<file path="config.mk">
export PLATFORM = sky130hd
export DESIGN_NAME = id_decode_stage
export DESIGN_NICKNAME = d
export VERILOG_FILES = /design/src/rtl/id_decode_stage.sv
export SDC_FILE = /design/constraint.sdc
export NUM_CORES = 2
export LEC_CHECK = 0
export ABC_CLOCK_PERIOD_IN_PS = 3000
export BUFFER_PORTS_ARGS = -buffer_cell sky130_fd_sc_hd__buf_2
export CAP_MARGIN = 10
export CORE_MARGIN = 8
export CORE_UTILIZATION = 35
export CTS_CLUSTER_SIZE = 30
export DETAILED_ROUTE_END_ITERATION = 16
export RECOVER_POWER = 25
export SYNTH_ARGS = -nofsm -noshare
export SYNTH_HDL_FRONTEND = slang
export SYNTH_SLANG_ARGS = --single-unit
</file>
<file path="constraint.sdc">
create_clock -name clk -period 3 [get_ports clk]
set_input_delay 0 -clock clk [delete_from_list [all_inputs] [get_ports clk]]
set_output_delay 0 -clock clk [all_outputs]
set_load 0.02 [all_outputs]
</file>
<file path="src/rtl/id_decode_stage.sv">
// Instruction-decode stage: IF/ID pipeline register, 32x32 register file
// with same-cycle write-back bypass, main control decoder and load-use
// hazard detection feeding the ID/EX register.
module id_decode_stage #(
    parameter logic [31:0] NOP_INSTR = 32'h0000_0000
) (
    input  logic        clk,
    input  logic        rst,
    input  logic [31:0] in_instr,
    input  logic [31:0] in_pc,
    input  logic        flush,
    input  logic        wb_regwrite,
    input  logic [4:0]  wb_addr,
    input  logic [31:0] wb_data,
    input  logic        ex_memread,
    input  logic [4:0]  ex_rt,
    output logic [9:0]  out_ctl,
    output logic [4:0]  out_rt,
    output logic [4:0]  out_rd,
    output logic [31:0] out_imm,
    output logic [31:0] out_pc,
    output logic [31:0] out_rd1,
    output logic [31:0] out_rd2,
    output logic        stall
);

    typedef enum logic [5:0] {
        OP_RTYPE = 6'b000000,
        OP_LW    = 6'b100011,
        OP_SW    = 6'b101011,
        OP_BEQ   = 6'b000100,
        OP_ADDI  = 6'b001000,
        OP_J     = 6'b000010
    } opcode_e;

    logic [31:0] ifid_instr;
    logic [31:0] ifid_pc;
    logic [31:0] gpr [32];

    logic [5:0]  opcode;
    logic [4:0]  rs;
    logic [4:0]  rt;
    logic [9:0]  ctl;
    logic        uses_rt;

    assign opcode = ifid_instr[31:26];
    assign rs     = ifid_instr[25:21];
    assign rt     = ifid_instr[20:16];

    // IF/ID register: reset and flush squash to NOP, stall holds, else load
    always_ff @(posedge clk) begin
        if (rst || flush) begin
            ifid_instr <= NOP_INSTR;
            ifid_pc    <= '0;
        end else if (!stall) begin
            ifid_instr <= in_instr;
            ifid_pc    <= in_pc;
        end
    end

    // Register file write port; $0 is never written so it always reads zero
    always_ff @(posedge clk) begin
        if (rst) begin
            for (int unsigned i = 0; i < 32; i++) begin
                gpr[i] <= '0;
            end
        end else if (wb_regwrite && (wb_addr != '0)) begin
            gpr[wb_addr] <= wb_data;
        end
    end

    // Read ports with write-back bypass so a same-cycle write is visible
    always_comb begin
        out_rd1 = gpr[rs];
        if (rs == '0) begin
            out_rd1 = '0;
        end else if (wb_regwrite && (wb_addr == rs)) begin
            out_rd1 = wb_data;
        end
        out_rd2 = gpr[rt];
        if (rt == '0) begin
            out_rd2 = '0;
        end else if (wb_regwrite && (wb_addr == rt)) begin
            out_rd2 = wb_data;
        end
    end

    // Main control decoder; uses_rt marks opcodes that read rt as a source
    always_comb begin
        ctl     = '0;
        uses_rt = 1'b0;
        case (opcode_e'(opcode))
            OP_RTYPE: begin
                ctl     = 10'b1_0_10_0_0_0_1_0_0;
                uses_rt = 1'b1;
            end
            OP_LW:   ctl = 10'b0_1_00_0_1_0_1_1_0;
            OP_SW: begin
                ctl     = 10'b0_1_00_0_0_1_0_0_0;
                uses_rt = 1'b1;
            end
            OP_BEQ: begin
                ctl     = 10'b0_0_01_1_0_0_0_0_0;
                uses_rt = 1'b1;
            end
            OP_ADDI: ctl = 10'b0_1_00_0_0_0_1_0_0;
            OP_J:    ctl = 10'b0_0_00_0_0_0_0_0_1;
            default: ctl = '0;
        endcase
    end

    // Load-use hazard: a pending load's destination is a source of this instruction
    always_comb begin
        stall = ex_memread && (ex_rt != '0) &&
                ((ex_rt == rs) || ((ex_rt == rt) && uses_rt));
    end

    // Bubble injection: control zeroed while stalled, data fields pass through
    always_comb begin
        out_ctl = stall ? '0 : ctl;
        out_rt  = rt;
        out_rd  = ifid_instr[15:11];
        out_imm = {{16{ifid_instr[15]}}, ifid_instr[15:0]};
        out_pc  = ifid_pc;
    end

endmodule

</file>
# After elaboration in Yosys (flattened, before gate mapping)
# Memories as Yosys holds them, arrays and structs flattened. A register that Yosys moved wholly into a read port is not among the register bits.
# Cells that the tools add are included.
# classes
eq_ne,9
reduce_logical,15
n_mux,19
# op_table
cell,count
32-bit 2-to-1 mux,5
10-bit one-hot mux with 6 select lines,1
32-bit OR reduction,1
5-bit 2-to-1 mux,5
5-bit equality test,4
6-bit equality test (second input constant),2
5-bit zero test,2
10-bit 2-to-1 mux,1
5-bit nonzero test,2
1-bit 2-to-1 mux,7
6-bit by 2-bit equality test with 1-bit output (second input constant),1
6-bit by 3-bit equality test with 1-bit output (second input constant),1
6-bit by 4-bit equality test with 1-bit output (second input constant),1
1-bit logical AND,6
6-bit zero test,1
3-bit OR reduction,1
1-bit logical OR,2
# word_totals
n_memories,1
register_bits,64
in_bits,111
ram_bits,1024
out_inout_bits,149
# memory_table
name,words,width,read_ports,rd_clocked_by_memory_dff,write_ports,line_no,text
gpr,32,32,2,2,32,38,logic [31:0] gpr [32];

# Longest topological paths before layout
# depth
ltp_word,8
depth_mapped,11

# Worst setup path after synthesis
# OpenSTA, ideal clock, no wires.
# synth_path
path_type,in2out
startpoint,in ex_rt[1]
endpoint,out out_ctl[6]
cell_stages,7
required_time_ns,3.000
arrival_time_ns,2.266
path_buffers,3
path_slack_ns,0.734
path_cell_list,or4_1 -> o21ai_0 -> a21oi_4 -> buf_6 -> buf_8 -> nor4b_1 -> buf_4
# synth_between
elab_chain_len,5
word_cells_on_any_way,8
classes_between,2 x eq/ne; 1 x mux; 5 x reduce/logical
# synth_rtl
element,line_no,text
start: declaration,16,"input logic [4:0] ex_rt,"
5-bit equality test,115,((ex_rt == rs) || ((ex_rt == rt) && uses_rt));
1-bit logical AND,115,
1-bit logical OR,115,
1-bit logical AND *,114,stall = ex_memread && (ex_rt != '0) &&
net stall,24,output logic stall
10-bit 2-to-1 mux *,120,out_ctl = stall ? '0 : ctl;
end: declaration,17,"output logic [9:0] out_ctl,"
# The timed path passes the listed nets; every way through them passes the cells marked *.

==> run_results.csv <==
group,metric,value,unit
logic_synthesis,synth_edf_count,1024,
logic_synthesis,avgSynthCellArea,13.7,um^2
global_routing,grt_max_degree,82,
cts,cts_sinks,1098,
cts,cts_tree,"yes",
timing,hold_slack,0.0448,ns
global_routing,antenna_found_initial,26,
die,start_util,35.2,%
logic_synthesis,syn-instance-count,4302,
logic_synthesis,yosys_warnings,0,
timing,drv_slew,222,
critical_path,regToRegSetupSlack,0.18,ns
cells_and_area,fillCellCount,14800,
global_routing,grt_pass1_wl,342000,um
power_and_ir_drop,irDropWorstVdd,0.512,mV
detailed_routing,drt_first_pass_iters,8,
cells_and_area,finish.net_count,4958,
placement,place_congestion,0.892,
min_path,hp-class,"in -> reg",
detailed_routing,vias,44400,
timing,period_needed,3.18,ns
detailed_routing,drt-vias-per-instance,6.20,
critical_path,start_kind,"register",
logic_synthesis,ys.flop_type,"edfxtp_1",
timing,hold_viol_final,0,
die,fp.dieW,426,um
logic_synthesis,synth_cell_types,51,
global_routing,grtUsageTotal,26.7,%
timing,relSlewSlack,-27.0,%
cells_and_area,regArea,32300,um^2
timing,max_freq,314,MHz
logic_synthesis,async_flop_share,0,%
power_and_ir_drop,swShare,26.8,%
logic_synthesis,synth_mux_area_share,20.5,%
power_and_ir_drop,sequentialPowerShare,46.2,%
cells_and_area,stdcell_count,7161,
timing,fin_crit_sh,106,%
timing,rsz0062_at_grt,"true",
cts,clockBufferDepth,3,
detailed_routing,remaining_drc_errors,0,
power_and_ir_drop,p_per_area,526,nW/um^2
cells_and_area,area_delta_synth_final,26.0,%
die,die_h,426,um
detailed_routing,drtIter0Drc,7201,
cells_and_area,drive_above_1_share,31.8,%
logic_synthesis,synth_compound_area_share,6.88,%
power_and_ir_drop,pwr-share-comb,15.8,%
die,dieArea,181000,um^2
placement,io_buffers,259,
detailed_routing,wl_per_cell,35.2,um
cells_and_area,post-route-util,44.4,%
critical_path,endpoint_kind,"primary output",
power_and_ir_drop,p_leak,0.0253,uW
placement,dp_hpwl,140000,um
logic_synthesis,synth_top_family_by_area,"multiplexers",
logic_synthesis,ys_ff_latch,1098,
cts,htree_levels,3,
placement,dp.cells,6593,
timing,tightest_slew,1.90,ns
die,coreArea,167000,um^2
status,violations,"max-capacitance violations, max-slew violations, negative setup slack",
placement,dp_worst_setup_slack,0.0408,ns
logic_synthesis,netlist_area,58800,um^2
detailed_routing,drtAntennaViolNets,0,
power_and_ir_drop,switching_power,10400,uW
detailed_routing,wirelength,252000,um
cts,cts-buffers-inserted,120,
critical_path,crit_type,"reg -> out",
logic_synthesis,synth-seq-area-share,54.8,%
timing,setup_violations,82,
status,status,"finished with violations",
logic_synthesis,yosys.area_share.simple,13.2,%
critical_path,cp.arrival,3.18,ns
die,row_count,150,
flow_run,cap_violations,9,
die,io_pins,260,
global_routing,gr-total-overflow,0,
cts,insertion_delay,0.76,ns
critical_path,crit_fanout,7,
cts,path_clk_slew,0.07,ns
global_routing,grt_pass1_vias,43600,
timing,clock_skew,0.0417,ns
critical_path,required,3.00,ns
power_and_ir_drop,clkPwrFrac,37.9,%
power_and_ir_drop,p_int,28500,uW
cts,root_buffer,"clkbuf_16",
cells_and_area,multi_input_area,26000,um^2
logic_synthesis,synth_fa_ha_area_share,0,%
logic_synthesis,synthXorXnorAreaFrac,0.298,%
timing,finalWorstSetupSlack,-0.181,ns
[kinds of logic after synthesis]
| family | after synthesis |
|---|---|
| xor+xnor | 20 |
| flops | 1098 |
| compound gates | 586 |
| other cells | 1 |
| simple gates | 1337 |
| buf+inv | 496 |
| mux | 764 |
[routing by layer]
metal | wire [um] | track usage [%] | part of all wire [%] | vias to the layer above
met2 | 109000 | 40.4 | 43 | 3850
met3 | 36400 | 7.66 | 14 | 881
li1 | - | - | - | 17400
met4 | 16900 | 13.5 | 6.7 | 2
met5 | 16 | 0 | 0.0063 | -
met1 | 89600 | 34.9 | 36 | 22200
[metrics by stage]
stage | setup TNS, ns | total power [uW] | cell area, um^2
after CTS | -5.52 | 38600 | 73000
after global placement | 0 | 23100 | 64000
after global routing | -8.11 | 39700 | 74100
after detailed placement | 0 | 23200 | 64000
after floorplan | 0 | 20900 | 58900
final | -7.24 | 39000 | 74100
[sequential cells by signal (all words and copies together) (netlist names), named ones only]
name and flops:
gpr 1024, ifid_instr 32, out_pc 32
[cells in the mapped netlist (21+ instances only)]
cell,n,area (um^2)
buf_6,24,270
edfxtp_1,1024,30700
clkbuf_1,328,1230
or2_2,33,206
nor2_1,155,582
mux4_2,351,7910
mux2i_1,395,3950
buf_4,80,601
a21oi_1,94,470
nor3_1,31,155
nand2_1,57,214
o211ai_1,21,158
nand3_1,21,105
a32o_1,26,260
and2_1,996,6230
a221o_1,29,290
buf_2,31,155
a221oi_1,145,1270
o21ai_0,174,871
dfxtp_1,74,1480
[area by class of cell]
cell class | instances | area share [%]
Sequential cell | 1098 | 43.6
Multi-Input combinational cell | 2739 | 35.1
Timing Repair Buffer | 882 | 12.4
Clock buffer | 156 | 4.35
Tap cell | 2204 | 3.72
Clock inverter | 64 | 0.770
Antenna cell | 12 | 0.0405
Inverter | 6 | 0.0338
[what timing repair did]
| action | in CTS | in global routing |
|---|---|---|
| gates resized for setup | 508 | 229 |
| hold endpoints to repair | 1098 | 0 |
| pin swaps | 100 | 86 |
| gates cloned | 34 | 9 |
| setup endpoints to repair | 64 | 64 |
| buffers inserted | 123 | 66 |
| hold buffers | 118 | 0 |
[power groups by stage]
stage	clock, uW	combinational, uW	sequential (uW)
CTS	14800	5810	18000
floorplan	0	2790	18200
detailed placement	0	4860	18300
global placement	0	4840	18300
global route	15300	6300	18100
finish	14800	6160	18000
[critical path, cell delays in order, from the launching register on]
cell and delay [ns]:
dfxtp_4 0.42, buf_12 0.13, buf_16 0.16, mux4_2 0.54, mux4_2 0.52, nor2_4 0.13
nor2_2 0.05, a22o_4 0.29, buf_6 0.15
[layout by cell type (no fill, tap or decap), types with 60 or more instances in the layout]
cell type | Yosys | layout
buf_2 | 31 | 132
clkbuf_16 | 0 | 133
buf_4 | 80 | 258
o21ai_1 | 0 | 69
a221oi_1 | 145 | 60
edfxtp_1 | 1024 | 1024
mux4_2 | 351 | 351
and2_1 | 996 | 940
buf_6 | 24 | 101
o21ai_0 | 174 | 65
mux2i_1 | 395 | 385
buf_12 | 2 | 99
dfxtp_1 | 74 | 64
dlygate4sd3_1 | 0 | 118
nor2_1 | 155 | 120
clkbuf_1 | 328 | 111
a221oi_2 | 0 | 79
[final timing paths]
kind                                                end                   startpoint  cells past startpoint
worst max-delay path                        out_rd2[16]                     register                      8
worst min register to register  out_pc[14]$_SDFFE_PP0N_      out_pc[14]$_SDFFE_PP0N_                      2
worst max register to register  out_pc[30]$_SDFFE_PP0N_  ifid_instr[31]$_SDFFE_PP0N_                      8
worst min-delay path            out_pc[22]$_SDFFE_PP0N_                    in_pc[22]                      4
Note: power is estimated with default switching activity, not from simulation.
